===== src/rtl/alu_seq_pkg.sv =====
// rtl/alu_seq_pkg.sv - shared unit/sub-op encodings and FSM state type for alu_seq
package alu_seq_pkg;

   typedef enum logic [1:0] {ARITH = 2'b00, LOGIC = 2'b01, SHL = 2'b10, SHR = 2'b11} unit_t;

   localparam logic [1:0] OP_ADD = 2'b00;
   localparam logic [1:0] OP_SUB = 2'b01;
   localparam logic [1:0] OP_INC = 2'b10;
   localparam logic [1:0] OP_DEC = 2'b11;

   localparam logic [1:0] OP_AND = 2'b00;
   localparam logic [1:0] OP_OR  = 2'b01;
   localparam logic [1:0] OP_XOR = 2'b10;
   localparam logic [1:0] OP_NOT = 2'b11;

   localparam logic [1:0] SH_LOG = 2'b00;
   localparam logic [1:0] SH_ARI = 2'b01;
   localparam logic [1:0] SH_ROT = 2'b10;
   localparam logic [1:0] SH_RSV = 2'b11;

   typedef enum logic [1:0] {IDLE, SHIFT, DONE} state_t;

endpackage


===== src/rtl/alu_seq_comb.sv =====
// rtl/alu_seq_comb.sv - single-cycle arith/logic/one-bit-shift unit; ALU_ROTATE_EN adds rotate
module alu_seq_comb #(
   parameter int WIDTH = 8
) (
   input  logic [WIDTH-1:0] a,
   input  logic [WIDTH-1:0] b,
   input  logic             cin,
   input  logic [3:0]       s,
   output logic [WIDTH-1:0] d,
   output logic             z,
   output logic             n,
   output logic             cout,
   output logic             v
);
   import alu_seq_pkg::*;

   localparam int M = WIDTH - 1;

   logic [WIDTH-1:0] addend;
   logic             carry;
   logic [WIDTH:0]   sum;

   // Every arith sub-op is one adder: a + addend + carry.
   always_comb begin
      addend = b;
      carry  = cin;
      case (s[1:0])
         OP_SUB:  begin addend = ~b;  carry = 1'b1; end
         OP_INC:  begin addend = '0;  carry = 1'b1; end
         OP_DEC:  begin addend = '1;  carry = 1'b0; end
         default: ;
      endcase
   end

   assign sum = {1'b0, a} + {1'b0, addend} + {{WIDTH{1'b0}}, carry};

   always_comb begin
      d    = '0;
      cout = 1'b0;
      v    = 1'b0;
      case (unit_t'(s[3:2]))
         ARITH: begin
            d    = sum[M:0];
            cout = sum[WIDTH];
            v    = (a[M] == addend[M]) && (sum[M] != a[M]);
         end
         LOGIC: begin
            case (s[1:0])
               OP_AND:  d = a & b;
               OP_OR:   d = a | b;
               OP_XOR:  d = a ^ b;
               default: d = ~a;
            endcase
         end
         SHL: begin
            case (s[1:0])
               SH_RSV:  d = a;
`ifdef ALU_ROTATE_EN
               SH_ROT:  begin d = {a[M-1:0], a[M]}; cout = a[M]; end
`endif
               default: begin d = {a[M-1:0], 1'b0}; cout = a[M]; end
            endcase
         end
         SHR: begin
            case (s[1:0])
               SH_RSV:  d = a;
               SH_ARI:  begin d = {a[M], a[M:1]}; cout = a[0]; end
`ifdef ALU_ROTATE_EN
               SH_ROT:  begin d = {a[0], a[M:1]}; cout = a[0]; end
`endif
               default: begin d = {1'b0, a[M:1]}; cout = a[0]; end
            endcase
         end
      endcase
      z = (d == '0);
      n = d[M];
   end

endmodule


===== src/rtl/alu_seq.sv =====
// rtl/alu_seq.sv - handshaked sequential ALU: FSM, shift counter and registered result/flags
module alu_seq #(
   parameter int WIDTH = 8,
   parameter int SHW   = $clog2(WIDTH)
) (
   input  logic             clk,
   input  logic             rst_n,
   input  logic             in_valid,
   output logic             in_ready,
   input  logic [WIDTH-1:0] A,
   input  logic [WIDTH-1:0] B,
   input  logic             Cin,
   input  logic [3:0]       S,
   output logic             out_valid,
   input  logic             out_ready,
   output logic [WIDTH-1:0] D,
   output logic             Z,
   output logic             N,
   output logic             Cout,
   output logic             V
);
   import alu_seq_pkg::*;

   state_t           state;
   logic [WIDTH-1:0] work;
   logic [3:0]       op;
   logic [SHW-1:0]   cnt;
   logic [SHW-1:0]   k;

   logic [WIDTH-1:0] c_a, c_d;
   logic [3:0]       c_s;
   logic             c_z, c_n, c_cout, c_v;

   assign k = B[SHW-1:0];

   // In IDLE the unit sees the live operands; while shifting it steps the working register.
   assign c_a = (state == IDLE) ? A : work;
   assign c_s = (state == IDLE) ? S : op;

   alu_seq_comb #(.WIDTH(WIDTH)) u_comb (
      .a    (c_a),
      .b    (B),
      .cin  (Cin),
      .s    (c_s),
      .d    (c_d),
      .z    (c_z),
      .n    (c_n),
      .cout (c_cout),
      .v    (c_v)
   );

   always_ff @(posedge clk) begin
      if (!rst_n) begin
         state     <= IDLE;
         in_ready  <= 1'b0;
         out_valid <= 1'b0;
         D         <= '0;
         Z         <= 1'b0;
         N         <= 1'b0;
         Cout      <= 1'b0;
         V         <= 1'b0;
         work      <= '0;
         op        <= '0;
         cnt       <= '0;
      end else begin
         case (state)
            IDLE: begin
               if (in_valid && in_ready) begin
                  in_ready <= 1'b0;
                  if (S[3] && k != '0) begin
                     work  <= A;
                     op    <= S;
                     cnt   <= k;
                     state <= SHIFT;
                  end else if (S[3]) begin
                     D         <= A;
                     Z         <= (A == '0);
                     N         <= A[WIDTH-1];
                     Cout      <= 1'b0;
                     V         <= 1'b0;
                     out_valid <= 1'b1;
                     state     <= DONE;
                  end else begin
                     D         <= c_d;
                     Z         <= c_z;
                     N         <= c_n;
                     Cout      <= c_cout;
                     V         <= c_v;
                     out_valid <= 1'b1;
                     state     <= DONE;
                  end
               end else begin
                  in_ready <= 1'b1;
               end
            end
            SHIFT: begin
               work <= c_d;
               cnt  <= cnt - SHW'(1);
               if (cnt == SHW'(1)) begin
                  D         <= c_d;
                  Z         <= c_z;
                  N         <= c_n;
                  Cout      <= c_cout;
                  V         <= c_v;
                  out_valid <= 1'b1;
                  state     <= DONE;
               end
            end
            DONE: begin
               if (out_ready) begin
                  out_valid <= 1'b0;
                  in_ready  <= 1'b1;
                  state     <= IDLE;
               end
            end
            default: state <= IDLE;
         endcase
      end
   end

endmodule


===== config.mk =====
export PLATFORM = sky130hd
export DESIGN_NAME = alu_seq
export DESIGN_NICKNAME = d
export VERILOG_FILES = /design/src/rtl/alu_seq_pkg.sv /design/src/rtl/alu_seq_comb.sv /design/src/rtl/alu_seq.sv
export SDC_FILE = /design/constraint.sdc
export NUM_CORES = 1
export LEC_CHECK = 0
export CAP_MARGIN = 20
export CORE_UTILIZATION = 55
export DETAILED_ROUTE_END_ITERATION = 10
export GPL_TIMING_DRIVEN = 0
export PLACE_DENSITY = 0.76
export SLEW_MARGIN = 10
export SYNTH_ARGS = -nofsm -noshare
export SYNTH_HDL_FRONTEND = slang
export SYNTH_SLANG_ARGS = --single-unit

===== constraint.sdc =====
create_clock -name clk -period 12.6 [get_ports clk]
set_input_delay 2.52 -clock clk [delete_from_list [all_inputs] [get_ports clk]]
set_output_delay 2.52 -clock clk [all_outputs]
set_load 0.01 [all_outputs]

==> results by group, run 1 <==
Outcome
  • Status: complete, no violations

Detailed routing
  • Detailed-routing iteration count for the pre-antenna-repair pass: 5
  • Post-detailed-route wirelength per cell: 18.1 µm
  • Total number of vias: 3,238
  • Initial DRC count: roughly 220
  • Vias per cell: roughly 6.3
  • DRC violations left: 0
  • Number of nets with antenna violations after routing: 0
  • Final routed wirelength across all metal layers: 9.30 mm

Placed design
  • Worst slack at placement: 5.06 ns
  • Number of buffers added on ports: 36
  • Gp weighted congestion: ~0.9
  • HPWL after detailed placement: approximately 7.3 mm
  • Post-Place Cells: 508

Critical path
  • Highest fanout seen on the critical path: 10
  • Arrival time of the worst setup path: approximately 7.7 ns
  • Critical path start-end classification: primary input to register
  • Endpoint kind of the worst setup timing path: register
  • Required time of the critical path: roughly 13 ns
  • Kind of launch point of the worst setup path: primary input

Die
  • Count of pins on the block boundary: 39
  • Core ar.: 5510 µm²
  • Initial Util: 56.7%
  • Vert. Die Dim: 77.4 µm
  • Die width: 77.4 µm
  • Die ar.: 5990 µm²
  • Number of cell rows: 27

Cells and area
  • Most frequent cells in the layout: 36 x clkdlybuf4s50_1, 35 x inv_1, 34 x nand2_1
  • Diode insertion count for antenna repair: 0
  • Final net count: 500
  • Synthesis-to-layout area growth: 16.9%
  • Non-Filler Instances: 515
  • Most common cell after layout, fill and taps aside: clkdlybuf4s50_1
  • Share of final-layout standard cells stronger than drive strength 1: 5.87%

CTS
  • Buffer levels on the longest clock path: 2
  • # resized after CTS: 0
  • Clock tree from TritonCTS: built
  • # Post-CTS Setup Buffers: 0
  • Clock sink total: 30
  • CTS HTree Levels: 2
  • Clock tree root driver cell: clkbuf_8
  • Clock insertion delay at the later pin of the skew report: 0.28 ns
  • Clk slew on worst S/H paths: 0.06 ns
  • # hold bufs at CTS: 0
  • CTS Buf Count: 5

STA
  • Headroom to the max-slew limit: between 30% and 40%
  • Setup TNS: 0 ns
  • RSZ-0062 raised after global routing: false
  • Count of final hold-check violations: 0
  • Worst Tran Pin Value: 0.985 ns
  • Final Max Tran Viols: 0
  • Clock period minus final worst setup slack: 7.44 ns
  • Count of endpoints failing setup in the final report: 0
  • Final clock skew: 0.00255 ns
  • Period utilization: 59.1%
  • Worst Setup Slack, final: ~5.2 ns
  • Worst hold slack: roughly 0.47 ns
  • Upper clock frequency limit: 134 MHz

Synthesis
  • Synthesized instance count: 400
  • Commonest register cell after synthesis: dfxtp_1
  • Sequential cell area fraction in the yosys report: between 10% and 20%
  • Count of distinct cell types in the synthesized netlist: 71
  • Area of the mapped netlist: 3120 µm²
  • Synthesized area per cell: 7.81 µm²
  • Synth top area cells: dfxtp_1 19%, ha_1 12%, a21oi_1 4.3%
  • Yosys top cell area share: 19.2%
  • Library cell occupying the most area in the post-synthesis netlist: dfxtp_1
  • Post-synth net total: 457
  • Number of enable flip-flop cells after synthesis: 0
  • Number of warnings issued by yosys: 0
  • Total of flip-flops plus latches after synthesis: 30
  • Share of synthesized flip-flops with an asynchronous set or reset: 0%

GRT
  • Antenna violations before repair: 0
  • Pin count of the biggest net entering global routing: 11
  • Combined global-route utilization of all metal layers: 32.4%
  • Gr ovfl total: 0
  • Vias in the first global route: 3,109
  • Wire length of the first global-routing pass: between 15 and 20 mm

Power and ir drop
  • Worst IR drop on VDD: 72.4 µV
  • P per Cell Area: 101 nW/µm²
  • Static leakage: 1.51 nW

Min path
  • Type of the most critical hold path: register to register

Job
  • Count of max-cap constraint violations: 0
[flip-flops by register name (all words and copies together), names as in the netlist]
register	flops
in_ready	1
V	1
op	4
work	8
Cout	1
cnt	3
state	2
D	8
Z	1
out_valid	1
[power by group]
group | internal, mW | switching [mW]
Clock | 0.0380 | 0.0351
Combinational | 0.0794 | 0.110
Sequential | 0.102 | 0.00436
Total | 0.219 | 0.149
[layer usage]
layer / global-route usage, % / vias up / wire, µm
li1: - / 1551 / -
met1: 41.6 / 1537 / 4210
met2: 56.5 / 128 / 4370
met3: 3.06 / 22 / 477
met4: 10.8 / 0 / 249
met5: 0 / - / 0
[per-stage QoR]
step | total power, mW | instance area, µm² | utilization (%)
CTS | 0.364 | 3650 | 66.3
global route | 0.391 | 3650 | 66.3
detailed placement | 0.292 | 3570 | 64.9
global placement | 0.288 | 3570 | 64.9
finish | 0.368 | 3650 | 66.3
floorplan | 0.236 | 3120 | -
[cells in the mapped netlist, types with 3 or more instances]
cell	count
nor2_1	13
a2bb2oi_1	3
nor4_1	3
ha_1	30
o21ai_1	4
a21boi_1	6
xnor2_1	4
o211a_1	3
nand3_1	11
nand2_1	34
mux2i_1	12
a221oi_1	4
o21ai_0	21
a211oi_1	10
or3b_1	3
nor2b_1	11
buf_2	5
a221o_1	3
inv_1	35
dfxtp_1	30
clkbuf_1	21
and2_1	9
nor3_1	9
a21o_1	3
xor2_1	3
or2_2	4
o32a_1	3
a21oi_1	27
a21boi_0	3
a22o_1	3
o21a_1	6
o211ai_1	4
a22oi_1	9
[final timing paths]
kind / startpoint / end / slack, ns / cells after the start
worst max-delay path: S[0] / Z / 5.16 / 17
worst min-delay path: Cout / Cout / 0.47 / 2
worst max register to register: state[0] / Z / 6.59 / 18
worst min register to register: Cout / Cout / 0.47 / 2
[cells by family after synthesis]
| kind of cell | share of synthesized area (%) |
|---|---|
| AO/OA/AOI/OAI | 31.0 |
| AND/OR/NAND/NOR | 20.0 |
| buffers and inverters | 8.25 |
| adder cells (fa/ha/maj) | 13.3 |
| flip-flops | 19.2 |
| multiplexers | 6.25 |
| XOR/XNOR | 1.96 |
[critical path, stage by stage]
cell and delay [ns]:
clkdlybuf4s50_1 0.42, mux2i_1 0.28, ha_1 0.20, clkbuf_1 0.32, clkbuf_1 0.45, clkbuf_1 0.46
mux2i_1 0.29, fa_1 0.23, inv_1 0.06, fa_1 0.39, nor2b_1 0.16, o211ai_1 0.13
a21boi_0 0.32, xor2_1 0.15, a221oi_1 0.59, or4b_1 0.50, o21ai_1 0.16
[layout make-up]
class                      count  area [µm²]
inverter                      35         131
fill                         512        1860
tap                           72        90.1
multi-input combinational    306        2270
buffer                        29         126
clock buffer                   7        76.3
sequential                    30         601
timing repair buffer          36         360
No activity file was read; power rests on OpenSTA's default activity.
==> run 2: changes to the inputs <==
- CORE_UTILIZATION: 55 -> 51
- PLACE_DENSITY: 0.76 -> 0.74
- clock period: 12.6 -> 6.25 ns (I/O delays scaled with it)
==> results by group, run 2 (synthesis results as in run 1) <==
Power and ir drop
  • Combinational group share of total power: 51.2% (about the same)
  • Sequential share of power: 28.8% (about the same)
  • Proportion of total power due to net switching: 40.3% (-0.16 points)
  • Clock share of power: 20.0% (about the same)
  • Cell-internal power: 0.442 mW (+100%)
  • Worst IR drop on VDD: 178 µV (+150%)
  • P per Cell Area: 202 nW/µm² (+100%)
  • Static leakage: 1.52 nW (+0.37%)
  • Net switching power: 0.299 mW (+100%)

CTS
  • CTS Buf Count: 5 (unchanged)
  • Clock sink total: 30 (unchanged)
  • Buffer levels on the longest clock path: 2 (unchanged)
  • Clock insertion delay at the later pin of the skew report: 0.29 ns (about the same)
  • CTS HTree Levels: 2 (unchanged)
  • Clk slew on worst S/H paths: 0.06 ns (about the same)
  • # hold bufs at CTS: 0 (unchanged)
  • Clock tree from TritonCTS: built
  • # Post-CTS Setup Buffers: 0 (unchanged)
  • Clock tree root driver cell: clkbuf_8

Die
  • Core ar.: 5920 µm² (+7.5%)
  • Die ar.: 6440 µm² (+7.6%)
  • Number of cell rows: 28 (+3.7%)
  • Initial Util: 52.8% (-4.0 points)
  • Count of pins on the block boundary: 39 (unchanged)
  • Die width: 80.3 µm (+3.7%)
  • Vert. Die Dim: 80.3 µm (+3.7%)

STA
  • Clock period minus final worst setup slack: 5.80 ns
  • Count of final hold-check violations: 0 (unchanged)
  • Worst Tran Pin Value: 1.01 ns (+0.0276 ns)
  • Worst Setup Slack, final: 0.450 ns (-4.71 ns)
  • Headroom to the max-slew limit: 31.9% (-1.9 points)
  • RSZ-0062 raised after global routing: false
  • Final clock skew: 0.00522 ns (+0.00267 ns)
  • Final Max Tran Viols: 0 (unchanged)
  • Count of endpoints failing setup in the final report: 0 (unchanged)
  • Upper clock frequency limit: 172 MHz
  • Period utilization: 92.8%

Placed design
  • Cell area after placement: 3580 µm² (+0.10%)
  • Worst slack at placement: -0.0535 ns (-5.11 ns)
  • Gp weighted congestion: 0.894 (-0.48%)
  • Number of buffers added on ports: 36 (unchanged)
  • HPWL after detailed placement: 7.22 mm (-0.94%)

Critical path
  • Critical R2R Launch: state[0]
  • Highest fanout seen on the critical path: 10 (unchanged)
  • Kind of launch point of the worst setup path: primary input
  • Start point of the critical path: S[0]
  • Count of cells along the worst register-to-register path: 19 (+1)
  • Capture point of the worst path: Z
  • Reg-to-reg critical path endpoint: Z
  • Required time of the critical path: 6.46 ns (-6.34 ns)
  • R2R setup slack: 0.63 ns (-5.96 ns)
  • Critical path start-end classification: primary input to register
  • Endpoint kind of the worst setup timing path: register
  • Arrival time of the worst setup path: 6.01 ns (-1.64 ns)

Job
  • Count of max-cap constraint violations: 0 (unchanged)

GRT
  • Wire length of the first global-routing pass: 15.0 mm (-2.6%)
  • Pin count of the biggest net entering global routing: 11 (unchanged)
  • Vias in the first global route: 2,963 (-4.7%)
  • Gr ovfl total: 0 (unchanged)
  • Combined global-route utilization of all metal layers: 30.5% (-1.9 points)
  • Antenna violations before repair: 0 (unchanged)

Detailed routing
  • Detailed-routing iteration count for the pre-antenna-repair pass: 5 (unchanged)
  • Number of nets with antenna violations after routing: 0 (unchanged)
  • Total number of vias: 3,234 (-0.12%)
  • Initial DRC count: 241 (+11%)
  • Post-detailed-route wirelength per cell: 17.9 µm (-1.1%)
  • Vias per cell: 6.24 (-0.70%)
  • DRC violations left: 0 (unchanged)
  • Final routed wirelength across all metal layers: 9.26 mm (-0.52%)

Cells and area
  • Synthesis-to-layout area growth: 17.2%
  • Diode insertion count for antenna repair: 0 (unchanged)
  • Most frequent cells in the layout: 36 x clkdlybuf4s50_1, 35 x inv_1, 34 x nand2_1
  • Most common cell after layout, fill and taps aside: clkdlybuf4s50_1
  • Biggest regs: D (8), work (8), op (4)
  • Final std cell area, no fill: 3660 µm² (+0.31%)
  • Final net count: 500 (unchanged)
  • Share of final-layout standard cells stronger than drive strength 1: 6.32% (+0.45 points)

Min path
  • Type of the most critical hold path: register to register

Outcome
  • Status: complete, no violations
run 2: changes by cell type in the layout (fill, tap and decap cells not counted):
| cell | before | now |
|---|---|---|
| a221oi_1 | 4 | 3 |
| a221oi_2 | 0 | 1 |
| clkbuf_2 | 0 | 1 |
| clkbuf_1 | 23 | 22 |
run 2: worst min path at each step:
stage,startpoint,end,slack (ns),depth (start not counted)
finish,D[6],D[6],0.46,2
floorplan,D[6],D[6],0.47,2
CTS,D[6],D[6],0.46,2
global placement,D[6],D[6],0.44,2
global route,D[6],D[6],0.49,2
detailed placement,D[6],D[6],0.45,2
run 2: worst max-delay path: stages:
cell and delay (ns):
clkdlybuf4s50_1 0.42, mux2i_1 0.27, ha_1 0.20, clkbuf_1 0.31, clkbuf_1 0.44, clkbuf_2 0.33
a211oi_1 0.07, a21oi_1 0.19, fa_1 0.23, inv_1 0.06, fa_1 0.39, nor2b_1 0.16
o211ai_1 0.12, a21boi_0 0.31, xor2_1 0.16, a221oi_2 0.44, or4b_1 0.48, o21ai_1 0.17
run 2: layout make-up:
cell class                 instances  area (µm²)
sequential                        30         601
timing repair buffer              36         360
multi-input combinational        306        2270
clock buffer                       7        76.3
fill                             551        2260
tap                               75        93.8
inverter                          35         131
buffer                            29         128
run 2: power by group through the flow:
stage	registers (mW)	clock network (mW)	logic, mW
after floorplan	0.219	0	0.257
after global placement	0.217	0	0.364
after detailed placement	0.218	0	0.369
after CTS	0.214	0.150	0.372
after global routing	0.215	0.155	0.417
final	0.214	0.148	0.379
run 2: repair_timing:
| item | 4_1_cts | 5_1_grt |
|---|---|---|
| endpoints found under the setup margin | 0 | 1 |
| hold endpoints to repair | 0 | 0 |
| resized for setup | 0 | 3 |
run 2: layer usage:
metal / share of wire, % / up-vias / global-route usage (%)
met1: 45 / 1550 / 40.7
li1: - / 1548 / -
met3: 5.0 / 19 / 2.61
met2: 48 / 117 / 51.8
met5: 0 / - / 0
met4: 1.8 / 0 / 9.64
run 2: through the flow:
step / hold slack [ns] / power, mW / utilization, % / std cells / TNS, ns
after floorplan: 0.475 / 0.476 / - / 400 / 0
after CTS: 0.461 / 0.736 / 61.7 / 518 / 0
after detailed placement: 0.446 / 0.587 / 60.4 / 511 / -0.0535
after global routing: 0.491 / 0.787 / 61.9 / 518 / 0
after global placement: 0.442 / 0.581 / 60.4 / 511 / 0
final: 0.459 / 0.741 / 61.9 / 518 / 0
